**config.mk**
```make
export PLATFORM = sky130hd
export DESIGN_NAME = jt10_adpcm_romarb
export DESIGN_NICKNAME = d
export VERILOG_FILES = /design/src/rtl/jt10_adpcm_romarb.sv
export SDC_FILE = /design/constraint.sdc
export NUM_CORES = 1
export LEC_CHECK = 0
export CAP_MARGIN = 20
export CORE_MARGIN = 2
export CORE_UTILIZATION = 53
export CTS_CLUSTER_SIZE = 8
export DETAILED_ROUTE_END_ITERATION = 10
export PLACE_DENSITY = 0.79
export SETUP_SLACK_MARGIN = 0.1
export SYNTH_ARGS = -nofsm -noshare
export SYNTH_HDL_FRONTEND = slang
export SYNTH_SLANG_ARGS = --single-unit
```
**constraint.sdc**
```tcl
create_clock -name clk -period 1.9 [get_ports clk]
set_input_delay 0.38 -clock clk [delete_from_list [all_inputs] [get_ports clk]]
set_output_delay 0.38 -clock clk [all_outputs]
set_load 0.005 [all_outputs]
```
**src/rtl/jt10_adpcm_romarb.sv**
```systemverilog
// Shares one sample-ROM read port between the ADPCM-A and ADPCM-B engines.
// Each engine has a one-deep request slot. Grants go round-robin, and the tag of the last fetch suppresses repeat reads.
module jt10_adpcm_romarb #(
   parameter int AW = 24
) (
   input  logic          clk,
   input  logic          rst_n,
   input  logic          a_roe_n,
   input  logic [AW-1:0] a_addr,
   output logic [7:0]    a_data,
   input  logic          b_roe_n,
   input  logic [AW-1:0] b_addr,
   output logic [7:0]    b_data,
   output logic          mem_req,
   output logic [AW-1:0] mem_addr,
   input  logic          mem_ack,
   input  logic [7:0]    mem_din,
   output logic          busy,
   output logic          ovr_a,
   output logic          ovr_b,
   input  logic          ovr_clr
);

   typedef enum logic {S_IDLE, S_REQ} state_t;

   state_t          state_reg;
   logic            mem_req_reg;
   logic [AW-1:0]   mem_addr_reg;
   logic            busy_reg;
   logic            last_grant_reg;   // 0 = A, 1 = B

   logic [1:0]         roe;
   logic [1:0][AW-1:0] addr_in;
   logic [1:0]         pend_vec;
   logic [1:0][AW-1:0] paddr_vec;
   logic [1:0][7:0]    data_vec;
   logic [1:0]         ovr_vec;
   logic [1:0]         grant;
   logic [1:0]         ack_sel;
   logic               grant_en;
   logic               grant_sel;

   assign roe     = {~b_roe_n, ~a_roe_n};
   assign addr_in = {b_addr, a_addr};

   // When both requesters are pending, the one not served last wins.
   assign grant_en  = (state_reg == S_IDLE) && (pend_vec != 2'b00);
   assign grant_sel = (pend_vec == 2'b11) ? ~last_grant_reg : pend_vec[1];

   generate
      for (genvar gi = 0; gi < 2; gi++) begin : g_req
         logic          pend_reg;
         logic [AW-1:0] paddr_reg;
         logic [AW-1:0] tag_reg;
         logic          tag_v_reg;
         logic          ovr_reg;
         logic [7:0]    data_reg;
         logic          hit;
         logic          miss;
         logic          ovr_set;

         assign grant[gi]   = grant_en && (grant_sel == 1'(gi));
         assign ack_sel[gi] = (state_reg == S_REQ) && mem_ack && (last_grant_reg == 1'(gi));
         assign hit         = tag_v_reg && (addr_in[gi] == tag_reg);
         assign miss        = roe[gi] && !hit;
         // A slot that is granted on the same edge is served, so it is not overwritten.
         assign ovr_set     = miss && pend_reg && !grant[gi] && (paddr_reg != addr_in[gi]);

         always_ff @(posedge clk or negedge rst_n) begin
            if (!rst_n) begin
               pend_reg  <= 1'b0;
               paddr_reg <= '0;
               tag_reg   <= '0;
               tag_v_reg <= 1'b0;
               ovr_reg   <= 1'b0;
               data_reg  <= 8'd0;
            end else begin
               if (miss) begin
                  pend_reg  <= 1'b1;
                  paddr_reg <= addr_in[gi];
               end else if (grant[gi]) begin
                  pend_reg  <= 1'b0;
               end
               if (grant[gi]) begin
                  tag_reg   <= paddr_reg;
                  tag_v_reg <= 1'b1;
               end
               if (ovr_set)
                  ovr_reg <= 1'b1;
               else if (ovr_clr)
                  ovr_reg <= 1'b0;
               if (ack_sel[gi])
                  data_reg <= mem_din;
            end
         end

         assign pend_vec[gi]  = pend_reg;
         assign paddr_vec[gi] = paddr_reg;
         assign data_vec[gi]  = data_reg;
         assign ovr_vec[gi]   = ovr_reg;
      end
   endgenerate

   always_ff @(posedge clk or negedge rst_n) begin
      if (!rst_n) begin
         state_reg      <= S_IDLE;
         mem_req_reg    <= 1'b0;
         mem_addr_reg   <= '0;
         busy_reg       <= 1'b0;
         last_grant_reg <= 1'b1;
      end else begin
         case (state_reg)
            S_IDLE: begin
               if (grant_en) begin
                  mem_req_reg    <= 1'b1;
                  mem_addr_reg   <= paddr_vec[grant_sel];
                  busy_reg       <= 1'b1;
                  last_grant_reg <= grant_sel;
                  state_reg      <= S_REQ;
               end
            end
            S_REQ: begin
               if (mem_ack) begin
                  mem_req_reg <= 1'b0;
                  busy_reg    <= 1'b0;
                  state_reg   <= S_IDLE;
               end
            end
            default: state_reg <= S_IDLE;
         endcase
      end
   end

   assign mem_req  = mem_req_reg;
   assign mem_addr = mem_addr_reg;
   assign busy     = busy_reg;
   assign a_data   = data_vec[0];
   assign b_data   = data_vec[1];
   assign ovr_a    = ovr_vec[0];
   assign ovr_b    = ovr_vec[1];

endmodule

```
==> results by stage <==
Setup path:
- Of all nets on the critical path, the largest fanout is 17.
- The critical path capture point is g_req[1].paddr_reg[20]$_DFFE_PN0P_.
- The start of the worst register-to-register path is g_req[1].tag_reg[15]$_DFFE_PN0P_.
- The startpoint type of the worst setup path is an input port.
- The source of the critical timing path is b_addr[21].
- Data on the critical path is required at its endpoint by between 2 and 2.5 ns.
- Measured in cells, the most critical reg-to-reg path has a length of 6.
- The capture point of the worst reg-to-reg path is g_req[1].paddr_reg[20]$_DFFE_PN0P_.
- The setup check on the worst reg-to-reg path leaves a slack of 0.03 ns.
- STA classifies the critical path endpoint as a flip-flop.
- The worst setup path is of the input port to flip-flop kind.
- Data arrives at the worst endpoint at 2.16 ns.

Clock tree:
- The source-to-sink clock delay at the later pin of the worst-skew pair is 0.41 ns.
- After clock tree synthesis, the clock-pin slew on the worst setup and hold paths is about 0.060 ns.
- TritonCTS built the clock tree.
- The H-tree depth reported by CTS is 4.
- The root buffer selected by CTS is clkbuf_16.
- The number of buffers on the longest clock path is 2.
- The CTS buffer count is 17.
- For this design, the sink count on the clock tree is 145.

Global routing:
- The first global-routing pass estimated 25.8 mm of wire.
- The number of global-route vias before repair came to 4936.
- The number of antenna violations at the first check in global routing is 1.
- The total overflow left after global routing is 0.
- Entering global routing, the biggest net connects 43 pins.
- The combined global-route utilization of all metal layers is 26.2%.

Floorplan:
- The die covers between 10000 and 15000 um^2.
- The height of the die is between 100 and 150 um.
- The total I/O pin count is around 110.
- In this run the standard cell core region covers 12000 um^2.
- The starting density of the core is ~54%.
- Row generation in the floorplan step produced 40 rows.
- From left edge to right edge, the die measures 115 um.

Power and ir drop:
- The design draws 11300 uW.
- The switching share of total power is 30.4%.
- Internal power comes to 7880 uW.
- The share of total power dissipated in combinational logic is 30.0%.
- The sequential share of power is 43.2%.
- IR analysis of the VDD net gives a maximum drop of around 780 uV.
- The clock group share of total power is between 20 and 30%.
- Power spread over the standard cell area amounts to 1290 nW/um^2.
- Summed over all cells, the static leakage comes to 0.00416 uW.
- The net switching power is between 3000 and 4000 uW.

Synthesis:
- The library cell with the largest summed area after synthesis is dfrtp_1.
- The most used flip-flop cell after synthesis is dfrtp_1.
- The synthesized netlist occupies a cell area of about 6500 um^2.
- The post-synthesis net count is 638.
- The area share of the leading cell type in the synthesized netlist is 55.5%.
- The sequential-to-total area share from yosys stat is around 56%.
- The gate count after technology mapping is 576.
- Counting instances in the post-synthesis netlist gives the leading cell types as 174 x nand2_1, 144 x dfrtp_1, 80 x xnor2_1, 49 x mux2_2, 29 x nand3_1.
- The synthesized design contains 145 register bits.
- The fraction of registers with async set/reset is 100%.
- In this run, synthesis inferred 0 flip-flops with an integrated enable.
- In the post-synthesis netlist, the cell with the most instances is nand2_1.
- Yosys printed 0 warnings.
- A synthesized cell averages 11.3 um^2.
- The synthesized netlist contains 27 unique library cells.
- Ranked by total cell area, the synthesized netlist is headed by dfrtp_1 56%, xnor2_1 11%, nand2_1 10%, mux2_2 8.5%, mux2_4 3.5%.

Run:
- Across the run, the number of max-cap violations was 0.

Routing:
- The total length of routed wires is 16.9 mm.
- The first TritonRoute pass finished after 4 iterations.
- The number of vias in the routed layout is 4737.
- The detailed router finished its first iteration with 385 violations.
- Dividing the detail-routed wire length by the instance count gives 19.2 um.
- The number of nets with antenna violations after routing is 0.
- In the routed layout, each cell is associated on average with a via count of 5.38.
- In the routed design, unresolved DRC markers number 0.

Timing:
- Based on the critical path, the design can be clocked at up to 533 MHz.
- The actual transition at the worst max-transition pin is 0.482 ns.
- Setup repair after global routing could not meet its margin everywhere.
- In this run the tightest slew margin relative to its limit is 67.8%.
- The number of max-slew violations in the final report is 0.
- The worst path uses 98.7% of the clock period.
- The number of endpoints failing setup at the final stage is 0.
- Setup slack closes at around 0.025 ns.
- Across the routed clock network, the largest skew measured is ~0.0080 ns.
- The final critical path time including I/O delays and setup is 1.87 ns.
- Hold timing on the final database bottoms out at a slack of 0.325 ns.
- The number of hold violations in the final report is 0.

Place:
- At the placement stage, the worst setup path has a slack of -0.489 ns.
- The final HPWL from detailed placement is between 10 and 15 mm.
- The global placer's final weighted congestion is around 0.92.
- During placement, the flow inserted port buffers numbering between 100 and 150.

Layout:
- The number of filler cells placed in the layout is 778.
- At the end of the flow the core is filled with cells to 73.3%.
- The multi-input logic area is between 2000 and 3000 um^2.
- From synthesis to final layout, the design area changed by 35.2%.
- In the final design database the tool counted 784 nets.
- The share of cells above drive strength 1 is 21.1%.
- The sequential cell area is 3630 um^2.

Run status:
- The flow ran to the end, and the final reports show no timing, DRC or antenna violations.

Worst hold path:
- The type of the worst min-delay path is input port to flip-flop.
layout by cell type, fill, tap and decap left out, types with 3 or more instances in the layout:
master,netlist,layout
clkbuf_16,0,17
dlygate4sd2_1,0,6
mux2_2,49,22
clkinv_2,0,4
nand4_1,18,18
clkbuf_1,15,5
mux2_4,15,42
dlymetal6s2s_1,0,13
buf_12,0,4
xnor2_2,0,12
nand3_1,29,29
clkdlybuf4s50_1,0,85
buf_6,4,4
nand2_1,174,174
nand2b_1,3,3
nor4_1,6,4
xnor2_1,80,68
buf_4,1,34
nor4_2,2,4
dfrtp_1,144,144
xor2_1,16,16
stage by stage:
| stage | std cells | cell area [um^2] | TNS [ns] |
|---|---|---|---|
| floorplan | 576 | 6490 | 0 |
| finish | 881 | 8770 | 0 |
| CTS | 880 | 8550 | 0 |
| detailed placement | 849 | 7980 | -17.67 |
| global placement | 849 | 7980 | -16.55 |
| global route | 881 | 8770 | -0.174 |
repair_timing:
action,4_1_cts,5_1_grt
hold buffers,1,0
hold endpoints to repair,38,0
resized for setup,13,53
endpoints found under the setup margin,27,51
pin swaps,4,15
buffers inserted,0,0
layout make-up:
| type | count | share of cell area (%) |
|---|---|---|
| Sequential cell | 145 | 41.4 |
| Multi-Input combinational cell | 410 | 33.8 |
| Timing Repair Buffer | 147 | 16.6 |
| Clock buffer | 24 | 5.38 |
| Tap cell | 147 | 2.10 |
| Clock inverter | 6 | 0.670 |
| Inverter | 1 | 0.0428 |
| Antenna cell | 1 | 0.0285 |
worst min-delay path by stage:
stage,to,slack [ns],from,cells past startpoint
after global routing,g_req[0].paddr_reg[11]$_DFFE_PN0P_,0.34,a_addr[11],2
after detailed placement,g_req[1].paddr_reg[11]$_DFFE_PN0P_,0.33,rst_n,1
after floorplan,a_data[0]$_DFFE_PN0P_,0.08,rst_n,0
final,g_req[0].paddr_reg[11]$_DFFE_PN0P_,0.33,a_addr[11],2
after CTS,g_req[0].paddr_reg[14]$_DFFE_PN0P_,0.43,a_addr[14],2
after global placement,g_req[1].paddr_reg[11]$_DFFE_PN0P_,0.32,rst_n,1
routing by layer:
| layer | global-route usage, % | up-vias | share of wire (%) |
|---|---|---|---|
| met5 | 0 | - | 0 |
| met4 | 9.76 | 0 | 2.1 |
| met3 | 6.56 | 21 | 4.2 |
| met2 | 42.3 | 107 | 51 |
| met1 | 34.3 | 2401 | 43 |
| li1 | - | 2208 | - |
cells by family after synthesis:
group / Yosys count / synth area share, %
AND/OR/NAND/NOR: 241 / 16.2
flip-flops: 145 / 55.9
XOR/XNOR: 96 / 13.0
multiplexers: 64 / 12.0
buffers and inverters: 21 / 1.73
AO/OA/AOI/OAI: 9 / 1.18
power by group through the flow:
stage          clock network [uW]  registers (uW)  logic (uW)
6_report                     3030            4890        3400
5_1_grt                      3200            4990        3690
4_1_cts                      3060            4850        3310
3_5_place_dp                    0            4880        3240
3_3_place_gp                    0            4830        3130
2_1_floorplan                   0            4730        1710
critical path: stages:
cell and delay [ns]:
clkdlybuf4s50_1 0.51, xnor2_1 0.13, nand2_1 0.14, nor4_2 0.34, a21oi_2 0.16, buf_12 0.19
mux2_4 0.30
Power figures use the tool's default switching activity.
